File: src/rtl/reset_seq_pkg.sv
// Shared types and polarity helpers for the reset sequencer and its users.
package reset_seq_pkg;

    typedef enum logic [1:0] {
        HOLD    = 2'd0,
        STAGGER = 2'd1,
        DONE    = 2'd2
    } seq_state_e;

    function automatic logic asserted_level(input int active_high);
        return (active_high != 0);
    endfunction

    function automatic logic released_level(input int active_high);
        return (active_high == 0);
    endfunction

endpackage

File: src/rtl/reset_sync.sv
// Asynchronous-assert, synchronous-deassert reset synchroniser, STAGES flops deep.
module reset_sync #(
    parameter int STAGES = 2
) (
    input  logic clk,
    input  logic arst_n_i,
    output logic rst_sync_n_o
);

    if (STAGES < 2) begin : g_bad_stages
        $error("reset_sync: STAGES must be at least 2");
    end

    logic [STAGES-1:0] sync_q;

    // NOTE: sequential state uses non-blocking assignments so every flop samples pre-edge values.
    always_ff @(posedge clk or negedge arst_n_i) begin
        if (!arst_n_i) begin
            sync_q <= '0;
        end else begin
            sync_q <= {sync_q[STAGES-2:0], 1'b1};
        end
    end

    assign rst_sync_n_o = sync_q[STAGES-1];

endmodule

File: src/rtl/reset_sequencer.sv
// Power-on reset generator: holds NUM_CH resets, then releases them one by one.
// Optional macro RESET_SEQUENCER_SOFT_REQ_EN adds a soft_req input that replays the sequence from DONE.
module reset_sequencer
    import reset_seq_pkg::*;
#(
    parameter int NUM_CH          = 4,
    parameter int CNT_W           = 8,
    parameter int HOLD_CYCLES     = 16,
    parameter int STAGGER_CYCLES  = 4,
    parameter int SYNC_STAGES     = 2,
    parameter int OUT_ACTIVE_HIGH = 1
) (
    input  logic              clk,
    input  logic              reset_n,
`ifdef RESET_SEQUENCER_SOFT_REQ_EN
    input  logic              soft_req,
`endif
    output logic [NUM_CH-1:0] reset_out,
    output logic              ready
);

    localparam int CH_W = $clog2(NUM_CH) + 1;

    localparam logic              ASSERT_LVL  = asserted_level(OUT_ACTIVE_HIGH);
    localparam logic              RELEASE_LVL = released_level(OUT_ACTIVE_HIGH);
    localparam logic [CNT_W-1:0]  CNT_ONE     = CNT_W'(1);
    localparam logic [CNT_W-1:0]  HOLD_LAST   = CNT_W'(HOLD_CYCLES - 1);
    localparam logic [CNT_W-1:0]  STAG_LAST   = CNT_W'(STAGGER_CYCLES - 1);
    localparam logic [CH_W-1:0]   CH_ONE      = CH_W'(1);
    localparam logic [CH_W-1:0]   CH_LAST     = CH_W'(NUM_CH - 1);

    if (NUM_CH < 1 || NUM_CH > 16) begin : g_bad_num_ch
        $error("reset_sequencer: NUM_CH must be in 1..16");
    end
    if (HOLD_CYCLES < 1 || HOLD_CYCLES > (2 ** CNT_W) - 1) begin : g_bad_hold
        $error("reset_sequencer: HOLD_CYCLES out of range for CNT_W");
    end
    if (STAGGER_CYCLES < 1 || STAGGER_CYCLES > (2 ** CNT_W) - 1) begin : g_bad_stagger
        $error("reset_sequencer: STAGGER_CYCLES out of range for CNT_W");
    end
    if (OUT_ACTIVE_HIGH != 0 && OUT_ACTIVE_HIGH != 1) begin : g_bad_polarity
        $error("reset_sequencer: OUT_ACTIVE_HIGH must be 0 or 1");
    end

    logic rst_sync_n;

    reset_sync #(
        .STAGES (SYNC_STAGES)
    ) u_reset_sync (
        .clk          (clk),
        .arst_n_i     (reset_n),
        .rst_sync_n_o (rst_sync_n)
    );

    seq_state_e         state_q;
    logic [CNT_W-1:0]   cnt_q;
    logic [CH_W-1:0]    ch_idx_q;
    logic [NUM_CH-1:0]  reset_out_q;
    logic               ready_q;

    // The synchronised reset asserts as soon as reset_n falls, so no clock is needed to assert outputs.
    always_ff @(posedge clk or negedge rst_sync_n) begin
        if (!rst_sync_n) begin
            state_q     <= HOLD;
            cnt_q       <= '0;
            ch_idx_q    <= '0;
            reset_out_q <= {NUM_CH{ASSERT_LVL}};
            ready_q     <= 1'b0;
        end else begin
            case (state_q)
                HOLD: begin
                    if (cnt_q == HOLD_LAST) begin
                        reset_out_q[0] <= RELEASE_LVL;
                        cnt_q          <= '0;
                        ch_idx_q       <= CH_ONE;
                        if (NUM_CH == 1) begin
                            state_q <= DONE;
                            ready_q <= 1'b1;
                        end else begin
                            state_q <= STAGGER;
                        end
                    end else begin
                        cnt_q <= cnt_q + CNT_ONE;
                    end
                end
                STAGGER: begin
                    if (cnt_q == STAG_LAST) begin
                        for (int i = 0; i < NUM_CH; i++) begin
                            if (ch_idx_q == CH_W'(i)) begin
                                reset_out_q[i] <= RELEASE_LVL;
                            end
                        end
                        cnt_q    <= '0;
                        ch_idx_q <= ch_idx_q + CH_ONE;
                        if (ch_idx_q == CH_LAST) begin
                            state_q <= DONE;
                            ready_q <= 1'b1;
                        end
                    end else begin
                        cnt_q <= cnt_q + CNT_ONE;
                    end
                end
                DONE: begin
`ifdef RESET_SEQUENCER_SOFT_REQ_EN
                    if (soft_req) begin
                        state_q     <= HOLD;
                        cnt_q       <= '0;
                        ch_idx_q    <= '0;
                        reset_out_q <= {NUM_CH{ASSERT_LVL}};
                        ready_q     <= 1'b0;
                    end
`else
                    state_q <= DONE;
`endif
                end
                default: begin
                    state_q     <= HOLD;
                    cnt_q       <= '0;
                    ch_idx_q    <= '0;
                    reset_out_q <= {NUM_CH{ASSERT_LVL}};
                    ready_q     <= 1'b0;
                end
            endcase
        end
    end

    assign reset_out = reset_out_q;
    assign ready     = ready_q;

endmodule

File: config.mk
export PLATFORM = sky130hd
export DESIGN_NAME = reset_sequencer
export DESIGN_NICKNAME = d
export VERILOG_FILES = /design/src/rtl/reset_seq_pkg.sv /design/src/rtl/reset_sync.sv /design/src/rtl/reset_sequencer.sv
export SDC_FILE = /design/constraint.sdc
export NUM_CORES = 1
export LEC_CHECK = 0
export ABC_CLOCK_PERIOD_IN_PS = 800
export BUFFER_PORTS_ARGS = -buffer_cell sky130_fd_sc_hd__buf_2
export CAP_MARGIN = 20
export CORE_MARGIN = 5
export CORE_UTILIZATION = 55
export DETAILED_ROUTE_END_ITERATION = 10
export PLACE_DENSITY_LB_ADDON = 0.08
export REMOVE_ABC_BUFFERS = 1
export SYNTH_ARGS = -nofsm -noshare
export SYNTH_HDL_FRONTEND = slang
export SYNTH_SLANG_ARGS = --single-unit
File: constraint.sdc
create_clock -name clk -period 0.8 [get_ports clk]
set_input_delay 0.16 -clock clk [delete_from_list [all_inputs] [get_ports clk]]
set_output_delay 0.16 -clock clk [all_outputs]
set_load 0.02 [all_outputs]
==> results.txt <==
----------------------------------------------------
[Synth]
  Multiplexer fraction of the synthesized cell area ... 0.0232
  Async SR Flop Fraction ... 1.00
  Synthesis warning total ... 0
  Combined area of all synthesized cells ... roughly 1100 um2
  Sequential-to-total area share from yosys stat ... 0.469
  Yosys cell types ... 33
  Average footprint of a synthesized cell ... about 9.8 um2
  Area share of fa/ha/maj cells after synthesis ... 0.104
  Prevailing post-synth register cell ... sky130_fd_sc_hd__dfrtp_1
  Main combinational cell family by area after synthesis ... simple AND/OR/NAND/NOR gates
  Count of flip-flops with a built-in enable after synthesis ... 0
  Post-synthesis simple-gate area fraction ... 0.193
  Synth Instances ... 110
  Post-Synth XOR/XNOR Area ... 0.0244
  Number of synthesized register bits ... 20
  Compound-cell area share of the yosys netlist ... 0.144

[STA]
  Final setup violation count ... 23
  Final Hold Fails ... 0
  RSZ-0062 raised after global routing ... true
  Final Worst Setup Slack ... -806 ps
  Final worst-path cycle share ... 2.01
  Max Fclk ... around 620 MHz
  Final Skew ... around 2.1 ps
  Post-Route Setup TNS ... -14780 ps
  Max-slew violation total from the final report ... 0
  Worst hold slack after final layout ... approximately 170 ps
  Post-layout min period ... roughly 1600 ps

[Finish]
  Final Net Count ... ~170
  Number of inserted filler cells in the final layout ... between 100 and 150
  Layout overhead on the synthesized area ... 51.0%
  Area used by multi-input combinational logic ... 658 um2
  Sequential standard cell area ... roughly 510 um2
  Antenna diode instance count ... 0
  Final core area utilization ... 0.848
  Final instance count without filler cells ... around 180
  Share of layout cells above drive strength 1 ... 0.497

[Route]
  Drt wl/cell ... 16.1 um
  Detailed-route DRC error count ... 0
  Via-to-Cell Ratio ... 5.58
  DRC marker count from the first detailed-route iteration ... 27
  Number of detailed-route iterations in the first pass ... 4
  Aggregate routed wire length ... between 2000 and 3000 um
  Final ANT Viol Nets ... 0
  Vias after detailed routing ... 1015

[Global route]
  Global-route wire length before repair ... roughly 4700 um
  Global-route congestion overflow total ... 0
  Pin count of the biggest net entering global routing ... 19
  GRT Total Usage ... 0.225
  Antenna violations before repair ... 0
  Vias in the first global route ... slightly above 1k

[Clocking]
  Number of sinks driven by the clock tree ... 20
  TritonCTS clock tree ... built
  Root buf cell ... sky130_fd_sc_hd__clkbuf_4
  CTS clock-pin slew for the worst setup and hold paths ... about 110 ps
  Maximum level of the CTS H-tree ... 1
  CTS Buf Count ... 3
  Clock buffer depth ... 2
  Later-pin clock latency in the skew report ... around 300 ps

[Setup path]
  Critical Path Fanout Max ... 6
  Critical Path Sink Type ... flop
  Critical-path cell list ... nor4_4 -> buf_4 -> nand4_1 -> a21o_1 -> mux2_4
  Required time worst endpoint ... 1000 ps
  Worst stage delay on the critical path ... 420 ps
  Arrival time worst endpoint ... around 1800 ps
  Slowest cell on the critical path ... sky130_fd_sc_hd__dfrtp_1
  Type of the setup path with the least slack ... flop to flop
  Critical Path Start Type ... flop

[Placed design]
  RD Place Congestion ... slightly above 0.8
  Cell count after placement ... between 150 and 200
  Port-buffer cells ... 6
  Estimated wirelength of the detail-placed design ... around 1700 um

[Floorplan]
  I/O pin count ... 7
  Horizontal die dimension ... between 50 and 60 um
  Die outline height ... roughly 54 um
  Initial Util ... 0.561
  Area of the core region ... slightly below 2000 um2
  DIE AREA ... 2950 um2
  Standard-cell rows ... 16

[Outcome]
  Failing checks ... negative setup slack
  Outcome ... finished, violations left

[Power]
  Sequential share of power ... 0.622
  Power share of the combinational group ... 0.021
  LEAKAGE ... approximately 0.0008 uW
  Pwr/cell area ... between 1000 and 1500 nW/um2
  IR drop worst, VDD ... approximately 0.0016 V
  Internal Dissipation ... ~1300 uW
  Switching share of power ... 0.201
  Power spent charging and discharging nets ... 330 uW
  Clock share of power ... 0.357

[Job]
  Max capacitance violation total ... 0

[Min path]
  Worst min path class ... input port to asynchronous set/reset pin

----------------------------------------------------
==> cells by family after synthesis <==
kind of cell	after synthesis
AO/OA/AOI/OAI	25
XOR/XNOR	3
adder cells (fa/ha/maj)	9
buffers and inverters	11
flip-flops	20
multiplexers	2
other	1
AND/OR/NAND/NOR	39
==> metal layers <==
metal / share of wire / GRT usage
met1: 0.41 / 0.265
met2: 0.54 / 0.408
met3: 0.030 / 0.0245
met4: 0.019 / 0.0996
met5: 0 / 0
==> power by group through the flow <==
stage	logic, uW	clock network, uW	registers [uW]
after global routing	39.4	648	1020
after detailed placement	31.4	0	1040
after CTS	35.0	595	1020
after global placement	31.4	0	1040
final	34.8	585	1020
after floorplan	0.406	0	1050
==> flip-flops by register name (all words and copies together), names as in the netlist <==
name	cells
ch_idx_q	3
ready	1
cnt_q	8
u_reset_sync.sync_q	2
state_q	2
reset_out	4
==> per-stage QoR <==
step                setup WS, ps  area, um2  power, uW
floorplan                   -791       1070       1050
global placement            -795       1360       1070
CTS                         -798       1530       1650
detailed placement          -878       1360       1070
global route                -894       1630       1710
finish                      -806       1630       1640
==> worst max-delay path, delay by kind of cell (launching register included) <==
family                 cells  cell delay [ps]
and+or+nand+nor            2              390
buffers and inverters      1              190
muxes                      1              290
DFF                        1              420
AOI/OAI and AO/OA          1              200
==> Yosys cell counts (3+ instances only) <==
| cell | count | area, um2 |
|---|---|---|
| sky130_fd_sc_hd__nand2_1 | 9 | 33.8 |
| sky130_fd_sc_hd__a21o_1 | 4 | 30.0 |
| sky130_fd_sc_hd__inv_1 | 8 | 30.0 |
| sky130_fd_sc_hd__a21oi_1 | 9 | 45.0 |
| sky130_fd_sc_hd__nand3_1 | 6 | 30.0 |
| sky130_fd_sc_hd__xnor2_1 | 3 | 26.3 |
| sky130_fd_sc_hd__dfstp_2 | 4 | 105 |
| sky130_fd_sc_hd__nor2_1 | 8 | 30.0 |
| sky130_fd_sc_hd__ha_1 | 9 | 113 |
| sky130_fd_sc_hd__o21ai_0 | 4 | 20.0 |
| sky130_fd_sc_hd__nor3_1 | 4 | 20.0 |
| sky130_fd_sc_hd__dfrtp_1 | 16 | 400 |
==> worst paths after layout <==
| kind | start | endpoint | slack, ps | cells past startpoint |
|---|---|---|---|---|
| max in group asynchronous | u_reset_sync.sync_q[1] | reset_out[2] | 390 | 1 |
| min in group clk | u_reset_sync.sync_q[0] | u_reset_sync.sync_q[1] | 360 | 0 |
| worst max-delay path | cnt_q[5] | state_q[1] | -810 | 5 |
| worst min-delay path | reset_n | u_reset_sync.sync_q[0] | 170 | 2 |
| worst max register to register | cnt_q[5] | state_q[1] | -810 | 5 |
| worst min register to register | u_reset_sync.sync_q[1] | ready | 200 | 1 |
==> cell type report <==
cell class              count  share of cell area
repair buffers             44               0.224
inverters                   8              0.0184
clock buffers               4              0.0223
multi-input cells          79               0.404
flip-flops and latches     20               0.310
well taps                  27              0.0207
==> layout by cell type, fill, tap and decap left out, types with 2 or more instances in the layout <==
cell type and instances:
sky130_fd_sc_hd__nand2_1 8, sky130_fd_sc_hd__ha_1 6, sky130_fd_sc_hd__nor3_1 3, sky130_fd_sc_hd__inv_1 7, sky130_fd_sc_hd__a21o_1 4, sky130_fd_sc_hd__dfrtp_1 16
sky130_fd_sc_hd__a21oi_2 2, sky130_fd_sc_hd__ha_4 2, sky130_fd_sc_hd__a21oi_1 6, sky130_fd_sc_hd__buf_4 35, sky130_fd_sc_hd__nand2b_1 2, sky130_fd_sc_hd__buf_6 6
sky130_fd_sc_hd__nor4_4 2, sky130_fd_sc_hd__xnor2_1 3, sky130_fd_sc_hd__clkbuf_4 3, sky130_fd_sc_hd__o21ai_2 3, sky130_fd_sc_hd__nand4_1 2, sky130_fd_sc_hd__nand3_1 6
sky130_fd_sc_hd__nor2_1 7, sky130_fd_sc_hd__dfstp_2 4
==> repair_timing <==
item / in CTS / in global routing
pin swaps: 8 / 7
resized for setup: 26 / 17
hold endpoints to repair: 2 / 0
endpoints found under the setup margin: 23 / 23
buffers inserted: 3 / 5
gates cloned: 0 / 0
hold buffers: 1 / 0
(Power assumes the default switching activity.)
